$ cat config.mk
export PLATFORM = sky130hd
export DESIGN_NAME = pcs_host_bridge_flat
export DESIGN_NICKNAME = d
export VERILOG_FILES = /design/src/rtl/pcs_host_bridge_if.sv /design/src/rtl/pcs_host_bridge.sv /design/src/flat_wrapper.sv
export SDC_FILE = /design/constraint.sdc
export NUM_CORES = 1
export LEC_CHECK = 0
export CORE_UTILIZATION = 35
export DETAILED_ROUTE_END_ITERATION = 10
export HOLD_SLACK_MARGIN = 0.06
export PLACE_DENSITY_LB_ADDON = 0.3
export REMOVE_ABC_BUFFERS = 1
export SLEW_MARGIN = 5
export SYNTH_ARGS = -nofsm -noshare
export SYNTH_HDL_FRONTEND = slang
export SYNTH_SLANG_ARGS = --single-unit
$ cat constraint.sdc
create_clock -name i_clk_sys -period 3.7 [get_ports i_clk_sys]
set_input_delay 0.74 -clock i_clk_sys [delete_from_list [all_inputs] [get_ports i_clk_sys]]
set_output_delay 0.74 -clock i_clk_sys [all_outputs]
set_load 0.03 [all_outputs]
$ cat src/rtl/pcs_host_bridge_if.sv
// pcs_host_bridge_if: host byte streams plus PCS controller user-bus signals.
// Signals:
//   host_tx_valid/host_tx_data/host_tx_ready : host TX stream (host -> bridge)
//   host_rx_valid/host_rx_data/host_rx_ready : host RX stream (bridge -> host)
//   bus_in, bus_out, bus_oe                  : shared 8-bit bus (resolved in, driven out, enable)
//   rx_req, rx_ack                           : RX burst request / grant
//   occupied, rx_avail, rx_valid             : controller status and RX byte strobe
// Modports: slave = bridge side, master = host/controller side.
interface pcs_host_bridge_if;
    logic       host_tx_valid;
    logic [7:0] host_tx_data;
    logic       host_tx_ready;
    logic       host_rx_valid;
    logic [7:0] host_rx_data;
    logic       host_rx_ready;
    logic [7:0] bus_in;
    logic [7:0] bus_out;
    logic       bus_oe;
    logic       rx_req;
    logic       rx_ack;
    logic       occupied;
    logic       rx_avail;
    logic       rx_valid;
    modport slave (
        input  host_tx_valid, host_tx_data, host_rx_ready, bus_in, rx_ack, occupied, rx_avail, rx_valid,
        output host_tx_ready, host_rx_valid, host_rx_data, bus_out, bus_oe, rx_req
    );
    modport master (
        output host_tx_valid, host_tx_data, host_rx_ready, bus_in, rx_ack, occupied, rx_avail, rx_valid,
        input  host_tx_ready, host_rx_valid, host_rx_data, bus_out, bus_oe, rx_req
    );
endinterface

$ cat src/rtl/pcs_host_bridge.sv
// pcs_host_bridge: host TX/RX byte streams to the PCS controller half-duplex user bus.
// Ports:
//   i_clk_sys        : system clock
//   i_rst            : asynchronous active-high reset
//   bif (slave)      : host streams and controller bus signals
//   o_tx_byte_cnt    : TX pop count    (only with PCS_BRIDGE_STATS_EN)
//   o_rx_byte_cnt    : RX push count   (only with PCS_BRIDGE_STATS_EN)
// Optional feature macro: PCS_BRIDGE_STATS_EN (statistics counters).
module pcs_host_bridge #(
    parameter int TX_DEPTH  = 4,
    parameter int RX_DEPTH  = 4,
    parameter int BURST_MAX = 4,
    parameter int CNT_W     = 16
) (
    input  logic             i_clk_sys,
    input  logic             i_rst,
    pcs_host_bridge_if.slave bif
`ifdef PCS_BRIDGE_STATS_EN
    ,
    output logic [CNT_W-1:0] o_tx_byte_cnt,
    output logic [CNT_W-1:0] o_rx_byte_cnt
);
`else
);
`endif
    localparam int TA = $clog2(TX_DEPTH);
    localparam int RA = $clog2(RX_DEPTH);
    localparam int BW = $clog2(BURST_MAX + 1);

    typedef enum logic [2:0] {IDLE, RX_REQ, RX_XFER, TX, TURN} state_t;
    state_t r_state, w_state_nxt;

    logic [7:0]    r_tx_mem [TX_DEPTH];
    logic [7:0]    r_rx_mem [RX_DEPTH];
    logic [TA:0]   r_tx_wp, r_tx_rp, w_tx_wp_nxt, w_tx_rp_nxt;
    logic [RA:0]   r_rx_wp, r_rx_rp, w_rx_used;
    logic [BW-1:0] r_bcnt, w_bcnt_nxt;
    logic [7:0]    r_bus_out, w_tx_head_nxt;
    logic          r_bus_oe, r_rx_req;
    logic          w_tx_push, w_tx_pop, w_tx_empty, w_tx_full;
    logic          w_rx_push, w_rx_pop, w_rx_empty, w_rx_full, w_rx_room, w_burst_end;

    assign w_tx_empty  = r_tx_wp == r_tx_rp;
    assign w_tx_full   = r_tx_wp == {~r_tx_rp[TA], r_tx_rp[TA-1:0]};
    assign w_tx_push   = bif.host_tx_valid && !w_tx_full;
    assign w_tx_pop    = r_state == TX && !bif.occupied;
    assign w_tx_wp_nxt = r_tx_wp + (TA+1)'(w_tx_push);
    assign w_tx_rp_nxt = r_tx_rp + (TA+1)'(w_tx_pop);
    // Next head for the registered bus byte; bypass when that slot is being written this cycle.
    assign w_tx_head_nxt = (w_tx_push && r_tx_wp == w_tx_rp_nxt) ? bif.host_tx_data
                                                                  : r_tx_mem[w_tx_rp_nxt[TA-1:0]];

    assign w_rx_empty = r_rx_wp == r_rx_rp;
    assign w_rx_full  = r_rx_wp == {~r_rx_rp[RA], r_rx_rp[RA-1:0]};
    assign w_rx_push  = r_state == RX_XFER && bif.rx_valid;
    assign w_rx_pop   = !w_rx_empty && bif.host_rx_ready;
    assign w_rx_used  = r_rx_wp - r_rx_rp;
    // A burst may only start when a full burst is guaranteed to fit.
    assign w_rx_room  = (RX_DEPTH - int'(w_rx_used)) >= BURST_MAX;

    assign w_bcnt_nxt  = r_bcnt + BW'(w_tx_pop || w_rx_push);
    assign w_burst_end = int'(w_bcnt_nxt) >= BURST_MAX;

    always_comb begin
        w_state_nxt = r_state;
        case (r_state)
            IDLE:    w_state_nxt = (bif.rx_avail && w_rx_room) ? RX_REQ :
                                   (!w_tx_empty && !bif.occupied) ? TX : IDLE;
            RX_REQ:  w_state_nxt = bif.rx_ack ? RX_XFER : RX_REQ;
            RX_XFER: w_state_nxt = (w_burst_end || !bif.rx_avail || !bif.rx_ack) ? TURN : RX_XFER;
            TX:      w_state_nxt = ((w_tx_pop && w_tx_rp_nxt == w_tx_wp_nxt) || w_burst_end || bif.rx_avail)
                                   ? TURN : TX;
            default: w_state_nxt = IDLE;
        endcase
    end

    always_ff @(posedge i_clk_sys or posedge i_rst) begin
        if (i_rst) begin
            r_state   <= IDLE;
            r_tx_wp   <= '0;
            r_tx_rp   <= '0;
            r_rx_wp   <= '0;
            r_rx_rp   <= '0;
            r_bcnt    <= '0;
            r_bus_oe  <= 1'b0;
            r_rx_req  <= 1'b0;
            r_bus_out <= '0;
        end else begin
            r_state  <= w_state_nxt;
            r_tx_wp  <= w_tx_wp_nxt;
            r_tx_rp  <= w_tx_rp_nxt;
            r_rx_wp  <= r_rx_wp + (RA+1)'(w_rx_push);
            r_rx_rp  <= r_rx_rp + (RA+1)'(w_rx_pop);
            // Any state change starts a fresh ownership period.
            r_bcnt   <= (w_state_nxt != r_state) ? '0 : w_bcnt_nxt;
            r_bus_oe <= w_state_nxt == TX;
            r_rx_req <= w_state_nxt == RX_REQ || w_state_nxt == RX_XFER;
            if (w_state_nxt == TX)
                r_bus_out <= w_tx_head_nxt;
        end
    end

    always_ff @(posedge i_clk_sys) begin
        if (w_tx_push)
            r_tx_mem[r_tx_wp[TA-1:0]] <= bif.host_tx_data;
        if (w_rx_push)
            r_rx_mem[r_rx_wp[RA-1:0]] <= bif.bus_in;
    end

    always_ff @(posedge i_clk_sys)
        if (!i_rst && w_rx_push)
            assert (!w_rx_full);

`ifdef PCS_BRIDGE_STATS_EN
    logic [CNT_W-1:0] r_tx_cnt, r_rx_cnt;
    always_ff @(posedge i_clk_sys or posedge i_rst) begin
        if (i_rst) begin
            r_tx_cnt <= '0;
            r_rx_cnt <= '0;
        end else begin
            r_tx_cnt <= r_tx_cnt + CNT_W'(w_tx_pop);
            r_rx_cnt <= r_rx_cnt + CNT_W'(w_rx_push);
        end
    end
    assign o_tx_byte_cnt = r_tx_cnt;
    assign o_rx_byte_cnt = r_rx_cnt;
`endif

    assign bif.host_tx_ready = !w_tx_full;
    assign bif.host_rx_valid = !w_rx_empty;
    assign bif.host_rx_data  = r_rx_mem[r_rx_rp[RA-1:0]];
    assign bif.bus_out       = r_bus_out;
    assign bif.bus_oe        = r_bus_oe;
    assign bif.rx_req        = r_rx_req;
endmodule

$ cat src/flat_wrapper.sv
// flat-port wrapper written by rule: the top's interface ports become plain ports
module pcs_host_bridge_flat 
#(
    parameter int TX_DEPTH  = 4,
    parameter int RX_DEPTH  = 4,
    parameter int BURST_MAX = 4,
    parameter int CNT_W     = 16
)
  (i_clk_sys, i_rst, bif_host_tx_valid, bif_host_tx_data, bif_host_rx_ready, bif_bus_in, bif_rx_ack, bif_occupied, bif_rx_avail, bif_rx_valid, bif_host_tx_ready, bif_host_rx_valid, bif_host_rx_data, bif_bus_out, bif_bus_oe, bif_rx_req);
  pcs_host_bridge_if bif_i ();
  input  logic i_clk_sys;
  input  logic i_rst;
  input wire logic [$bits(bif_i.host_tx_valid)-1:0] bif_host_tx_valid;
  input wire logic [$bits(bif_i.host_tx_data)-1:0] bif_host_tx_data;
  input wire logic [$bits(bif_i.host_rx_ready)-1:0] bif_host_rx_ready;
  input wire logic [$bits(bif_i.bus_in)-1:0] bif_bus_in;
  input wire logic [$bits(bif_i.rx_ack)-1:0] bif_rx_ack;
  input wire logic [$bits(bif_i.occupied)-1:0] bif_occupied;
  input wire logic [$bits(bif_i.rx_avail)-1:0] bif_rx_avail;
  input wire logic [$bits(bif_i.rx_valid)-1:0] bif_rx_valid;
  output wire logic [$bits(bif_i.host_tx_ready)-1:0] bif_host_tx_ready;
  output wire logic [$bits(bif_i.host_rx_valid)-1:0] bif_host_rx_valid;
  output wire logic [$bits(bif_i.host_rx_data)-1:0] bif_host_rx_data;
  output wire logic [$bits(bif_i.bus_out)-1:0] bif_bus_out;
  output wire logic [$bits(bif_i.bus_oe)-1:0] bif_bus_oe;
  output wire logic [$bits(bif_i.rx_req)-1:0] bif_rx_req;
  assign bif_i.host_tx_valid = bif_host_tx_valid;
  assign bif_i.host_tx_data = bif_host_tx_data;
  assign bif_i.host_rx_ready = bif_host_rx_ready;
  assign bif_i.bus_in = bif_bus_in;
  assign bif_i.rx_ack = bif_rx_ack;
  assign bif_i.occupied = bif_occupied;
  assign bif_i.rx_avail = bif_rx_avail;
  assign bif_i.rx_valid = bif_rx_valid;
  assign bif_host_tx_ready = bif_i.host_tx_ready;
  assign bif_host_rx_valid = bif_i.host_rx_valid;
  assign bif_host_rx_data = bif_i.host_rx_data;
  assign bif_bus_out = bif_i.bus_out;
  assign bif_bus_oe = bif_i.bus_oe;
  assign bif_rx_req = bif_i.rx_req;
  pcs_host_bridge #(.TX_DEPTH(TX_DEPTH), .RX_DEPTH(RX_DEPTH), .BURST_MAX(BURST_MAX), .CNT_W(CNT_W)) u_core (.i_clk_sys(i_clk_sys), .i_rst(i_rst), .bif(bif_i));
endmodule
Word-level counts from Yosys, hierarchy flattened
Memories as Yosys holds them, arrays and structs flattened.
Index checks and enable logic that the tools add are counted.
{"block": "classes", "addsub": 7, "n_lt_le_gt_ge": 2, "n_eq_ne": 12, "mux": 12, "n_bitwise": 1, "n_reduce_logical": 21}
{"cell": "32-bit by 4-bit greater-or-equal comparator with 1-bit output, second input constant", "n": 1}
{"cell": "3-bit by 1-bit adder with 3-bit output", "n": 5}
{"cell": "3-bit equality test", "n": 5}
{"cell": "3-bit by 2-bit equality test with 1-bit output, second input constant", "n": 4}
{"cell": "3-bit 2-to-1 mux", "n": 4}
{"cell": "3-bit case mux with 4 select lines", "n": 1}
{"cell": "1-bit logical AND", "n": 8}
{"cell": "8-bit 2-to-1 mux", "n": 1}
{"cell": "3-bit by 1-bit equality test with 1-bit output, second input constant", "n": 2}
{"cell": "1-bit zero test", "n": 6}
{"cell": "1-bit logical OR", "n": 6}
{"cell": "1-bit 2-to-1 mux", "n": 4}
{"cell": "2-bit 2-to-1 mux", "n": 2}
{"cell": "3-bit by 3-bit subtractor with 4-bit output, first input constant", "n": 1}
{"cell": "3-bit greater-or-equal comparator, second input constant", "n": 1}
{"cell": "3-bit zero test", "n": 1}
{"cell": "3-bit inequality test", "n": 1}
{"cell": "3-bit subtractor", "n": 1}
{"cell": "1-bit NOT", "n": 1}
{"block": "totals", "regBits": 28, "ramBits": 64, "inputBits": 24, "output_inout_bits": 20, "elab_cells": 66, "n_memories": 2}
{"name": "u_core.r_rx_mem", "depth": 4, "width": 8, "rd": 1, "rd_ports_with_merged_regs": 0, "write_ports": 1, "line_no": "pcs_host_bridge.sv:34", "text": "logic [7:0] r_rx_mem [RX_DEPTH];"}
{"name": "u_core.r_tx_mem", "depth": 4, "width": 8, "rd": 1, "rd_ports_with_merged_regs": 0, "write_ports": 1, "line_no": "pcs_host_bridge.sv:33", "text": "logic [7:0] r_tx_mem [TX_DEPTH];"}

Depth between registers and ports, before layout
{"block": "depth", "depth_word": 13, "mapped_depth": 11, "mapped_depth_nobuf": 10}

Least setup slack after synthesis
OpenSTA, ideal clock, no wires.
{"block": "synth_path", "path_kind": "input to register", "from": "in bif_occupied", "to": "reg u_core.r_bus_out[5], in the netlist u_core.bif.bus_out[5]", "setup_ns": 0.128, "t_arrival_ns": 2.744, "t_required_ns": 3.572, "slack_ns": 0.828, "cell_stages": 9, "n_path_buf": 1, "cell_sequence": "inv_1 -> and3_1 -> ha_1 -> ha_1 -> buf_2 -> xor2_1 -> nor4_4 -> mux2_2 -> mux2_1"}
{"block": "synth_via", "elab_chain_cells": 10, "elab_cells_between_ends": 23, "classes_between": "2 x add/sub; 1 x order compare; 3 x eq/ne; 6 x mux; 10 x reduce/logical; 1 x memory"}
{"element": "start, declared", "line_no": "flat_wrapper.sv:18", "text": "input wire logic [$bits(bif_i.occupied)-1:0] bif_occupied;"}
{"element": "1-bit zero test (*)", "line_no": "pcs_host_bridge.sv:46", "text": "assign w_tx_pop = r_state == TX && !bif.occupied;"}
{"element": "1-bit logical AND (*)", "line_no": "pcs_host_bridge.sv:46"}
{"element": "3-bit by 1-bit adder with 3-bit output (*)", "line_no": "pcs_host_bridge.sv:48", "text": "assign w_tx_rp_nxt = r_tx_rp + (TA+1)'(w_tx_pop);"}
{"element": "net u_core.w_tx_rp_nxt[1]", "line_no": "pcs_host_bridge.sv:35", "text": "logic [TA:0] r_tx_wp, r_tx_rp, w_tx_wp_nxt, w_tx_rp_nxt;"}
{"element": "3-bit equality test", "line_no": "pcs_host_bridge.sv:71", "text": "TX: w_state_nxt = ((w_tx_pop && w_tx_rp_nxt == w_tx_wp_nxt) || w_burst_end || bif.rx_avail)"}
{"element": "1-bit logical AND", "line_no": "pcs_host_bridge.sv:71"}
{"element": "1-bit logical OR (2 in series)", "line_no": "pcs_host_bridge.sv:71"}
{"element": "3-bit 2-to-1 mux", "line_no": "pcs_host_bridge.sv:72", "text": "? TURN : TX;"}
{"element": "3-bit case mux with 4 select lines", "line_no": "pcs_host_bridge.sv:66", "text": "case (r_state)"}
{"element": "3-bit by 2-bit equality test with 1-bit output", "line_no": "pcs_host_bridge.sv:98", "text": "if (w_state_nxt == TX)"}
{"element": "end signal, assigned", "line_no": "pcs_host_bridge.sv:99", "text": "r_bus_out <= w_tx_head_nxt;"}
{"element": "end, declared", "line_no": "pcs_host_bridge.sv:38", "text": "logic [7:0] r_bus_out, w_tx_head_nxt;"}
The timed path passes the listed nets; every way through them passes the cells marked *.
A chain may end at the register's enable or synchronous reset.

Worst setup path in the final report
{"block": "layout_path", "from": "reg u_core.r_tx_wp[1]", "to": "reg u_core.r_bus_out[2], in the netlist u_core.bif.bus_out[2]"}
{"block": "layout_via", "elab_chain_cells": 11, "elab_cells_between_ends": 19, "classes_between": "1 x add/sub; 5 x eq/ne; 5 x mux; 8 x reduce/logical"}
{"element": "start, declared", "line_no": "pcs_host_bridge.sv:35"}
{"element": "start signal, assigned", "line_no": "pcs_host_bridge.sv:90", "text": "r_tx_wp <= w_tx_wp_nxt;"}
{"element": "3-bit equality test", "line_no": "pcs_host_bridge.sv:44", "text": "assign w_tx_full = r_tx_wp == {~r_tx_rp[TA], r_tx_rp[TA-1:0]};"}
{"element": "1-bit zero test", "line_no": "pcs_host_bridge.sv:45", "text": "assign w_tx_push = bif.host_tx_valid && !w_tx_full;"}
{"element": "1-bit logical AND", "line_no": "pcs_host_bridge.sv:45"}
{"element": "3-bit by 1-bit adder with 3-bit output", "line_no": "pcs_host_bridge.sv:47", "text": "assign w_tx_wp_nxt = r_tx_wp + (TA+1)'(w_tx_push);"}
{"element": "3-bit equality test", "line_no": "pcs_host_bridge.sv:71"}
{"element": "1-bit logical AND", "line_no": "pcs_host_bridge.sv:71"}
{"element": "1-bit logical OR (2 in series)", "line_no": "pcs_host_bridge.sv:71"}
{"element": "3-bit 2-to-1 mux", "line_no": "pcs_host_bridge.sv:72"}
{"element": "3-bit case mux with 4 select lines", "line_no": "pcs_host_bridge.sv:66"}
{"element": "3-bit by 2-bit equality test with 1-bit output", "line_no": "pcs_host_bridge.sv:98"}
Several ways; a longest one is shown, not always the timed one.

==> impl_metrics.csv <==
group,metric,value,unit
synth,avgSynthCellArea,18.0,µm²
finish,fin_nets,319,
global_routing,grt-ovfl-total,0,
synth,synth_compound_area_share,3.46,%
finish,diodes,0,
power_and_ir_drop,p_leak,1.81,nW
power_and_ir_drop,switching_share,36.3,%
sta,fmax,324,MHz
route,ant_nets,0,
setup_path,cp-start-kind,"flop",
finish,fillers,989,
sta,setup_viol,0,
route,wl_per_cell,16.6,µm
global_routing,grt_first_pass_wirelength,11200,µm
synth,synth_area,0.00394,mm²
sta,rsz0062_at_grt,"false",
setup_path,cp-end-kind,"flop",
power_and_ir_drop,total_power,4.04,mW
route,vias,2067,
setup_path,slowest_delay,0.47,ns
synth,syn_inst,219,
floorplan,die_height,108,µm
synth,synthDistinctLibCells,42,
outcome,outcome,"complete, no violations",
route,via_per_inst,4.84,
floorplan,die_x,108,µm
floorplan,coreArea,0.0109,mm²
placement,io_buffers,43,
finish,layout.cell_area.non_filler,0.00483,mm²
setup_path,path_cells,"xor2_2, o31ai_4, inv_1, ha_1, ha_1, xnor3_1, a211oi_2, o21bai_1, buf_4, mux2_2",
finish,multi_input_area,0.00125,mm²
setup_path,worstPathRequired,3.94,ns
synth,yosysWarnings,0,
finish,finish.utilization,44.4,%
placement,routabilityCongestion,0.767,
route,drt_wl_total,7070,µm
synth,synthMuxAreaShare,13.7,%
clock_tree,clock_tree.buffer_depth,2,
route,drc,0,
placement,dpl_worst_slack,0.255,ns
synth,ys.flop_type,"edfxtp_1",
power_and_ir_drop,peakVddDrop,413,µV
clock_tree,cts_tree,"built",
synth,synth_fa_ha_area_share,4.32,%
clock_tree,htreeDepth,3,
power_and_ir_drop,comb_power_share,43.7,%
sta,slew_headroom,59.9,%
floorplan,die_area,0.0117,mm²
setup_path,crit_slowest_cell,"dfrtp_1",
synth,synthXorXnorAreaFrac,5.05,%
sta,fin_skew,0.0133,ns
synth,synth_edf_count,64,
global_routing,antenna_found_initial,0,
global_routing,grt_pass1_vias,2169,
setup_path,path_max_fanout,10,
route,dr.pass1.iters,4,
sta,worst_slew_pin_slew,0.602,ns
synth,synthArstFlopShare,30.4,%
placement,place_hpwl,4900,µm
clock_tree,hold_buffers,0,
route,drtIter0Drc,72,
floorplan,start_util,36.2,%
setup_path,cp.arrival,3.33,ns
sta,final.setup.worst_slack,0.611,ns
run,drv_cap,0,
synth,ys_ff_latch,92,
clock_tree,cts.clk_slew.worst_paths,0.09,ns
sta,final_max_slew_viol_count,0,
power_and_ir_drop,seqPwrFrac,39.0,%
clock_tree,numCtsBuffers,9,
power_and_ir_drop,powerDensity,837,mW/mm²
clock_tree,ctsResizeCount,0,
placement,placed_area,0.00463,mm²
clock_tree,cts_root_buf,"clkbuf_8",
floorplan,pin_count,44,
setup_path,cp_common_cell,"ha_1",
clock_tree,post_cts_buffers,0,
power_and_ir_drop,internal_power,2.58,mW
synth,yosysSeqAreaShare,66.6,%
clock_tree,clock-sinks,92,
finish,drive_gt1_share,24.4,%
global_routing,grt_max_degree,29,
global_routing,grt_usage,13.3,%
sta,finalCritPeriodShare,83.5,%
sta,min_period,3.09,ns
setup_path,criticalPathCategory,"flop to flop",
min_path,min_path_type,"flop to flop",
power_and_ir_drop,pwr-share-clk,17.3,%
power_and_ir_drop,netSwitchingPower,1.47,mW
clock_tree,clock_latency,0.36,ns
synth,synth-simple-area-share,5.27,%
floorplan,row_count,38,
sta,hold_viol_final,0,
synth,synth_top_family_by_area,"multiplexers",
finish,regArea,0.00262,mm²
sta,setup_tns,0,ns
finish,area_growth,22.6,%
## layer usage
| metal | vias up | wire [µm] | GRT usage [%] |
|---|---|---|---|
| li1 | 970 | - | - |
| met1 | 1053 | 3250 | 16.6 |
| met2 | 35 | 3450 | 21.7 |
| met3 | 9 | 264 | 3.50 |
| met4 | 0 | 108 | 5.58 |
| met5 | - | 0 | 0 |
## layout make-up
| cell class | instances | share of cell area (%) |
|---|---|---|
| clock inverter | 6 | 1.55 |
| timing repair buffer | 58 | 11.2 |
| inverter | 9 | 0.699 |
| clock buffer | 10 | 2.64 |
| tap | 140 | 3.63 |
| multi-input combinational | 112 | 26.0 |
| sequential | 92 | 54.3 |
## cell families after synthesis
family | after synthesis
compound gates | 16
fa+ha+maj | 13
flops | 92
buf+inv | 15
mux | 32
xor+xnor | 17
simple gates | 34
## cell usage after synthesis (2+ instances only)
library cell,number,area (µm²)
mux4_2,16,360
clkbuf_1,3,11.3
inv_1,9,33.8
xnor2_1,3,26.3
a21oi_1,4,20.0
dfrtp_1,28,701
mux2_2,15,169
nor2b_1,4,25.0
buf_2,2,10.0
a211oi_1,2,15.0
nand3_1,2,10.0
ha_1,12,150
nor3_1,6,30.0
edfxtp_1,64,1920
o21bai_1,2,15.0
nand2b_1,4,25.0
xor2_1,9,78.8
xnor3_1,2,45.0
xor2_2,2,32.5
nor2_1,4,15.0
nor3b_1,2,15.0
nand2_1,3,11.3
nand3b_1,2,15.0
## state kept, by name, indices dropped and copies added, names as in the netlist
name                count
u_core.r_rx_mem        32
u_core.r_tx_mem        32
u_core.bif.bus_out      8
u_core.r_bcnt           3
u_core.r_rx_rp          3
u_core.r_rx_wp          3
u_core.r_state          3
u_core.r_tx_rp          3
u_core.r_tx_wp          3
u_core.bif.bus_oe       1
u_core.bif.rx_req       1
## worst paths after layout
kind                                  startpoint                     to  slack, ns  depth (start not counted)
hold reg to reg            u_core.bif.bus_out[3]  u_core.bif.bus_out[3]       0.51                          1
max in group asynchronous                  i_rst  u_core.bif.bus_out[2]       2.65                          3
setup reg to reg               u_core.r_tx_wp[1]  u_core.bif.bus_out[2]       0.61                         10
setup / recovery               u_core.r_tx_wp[1]  u_core.bif.bus_out[2]       0.61                         10
min in group asynchronous                  i_rst      u_core.r_rx_rp[2]       0.75                          3
hold / removal             u_core.bif.bus_out[3]  u_core.bif.bus_out[3]       0.51                          1
## critical path, delay by kind of cell, from the launching register on
kind / cells / cell delay, ns
compound gates: 3 / 0.80
xor+xnor: 2 / 0.60
flops: 1 / 0.47
fa+ha+maj: 2 / 0.42
mux: 1 / 0.35
buf+inv: 2 / 0.32
## placed cells by master, fill, tap and decap left out, types with 2 or more instances in the layout
master and count:
nor2b_1 4, clkdlybuf4s50_1 43, nor2_1 4, dfrtp_1 28
inv_1 9, xnor3_1 2, mux4_2 16, nand2_1 3
mux2_2 15, ha_1 12, nand3_1 2, a211oi_1 2
xor2_1 9, xor2_2 2, edfxtp_1 64, nor3b_1 2
inv_6 3, nand2b_1 4, o21bai_1 2, nor3_1 6
xnor2_1 3, nand3b_1 2, buf_4 15, a21oi_1 4
clkbuf_8 9
## metrics by stage
| step | hold slack [ns] | cells |
|---|---|---|
| finish | 0.513 | 427 |
| global route | 0.538 | 427 |
| CTS | 0.522 | 427 |
| detailed placement | 0.500 | 411 |
| global placement | 0.492 | 411 |
| floorplan | 0.483 | 213 |
## power groups by stage
stage	Clock, mW	Sequential [mW]	Combinational (mW)
detailed placement	0	1.61	1.79
floorplan	0	1.66	1.12
CTS	0.720	1.59	1.80
finish	0.700	1.58	1.77
global placement	0	1.60	1.78
global route	0.756	1.62	1.91
Note: power is estimated with default switching activity, not from simulation.
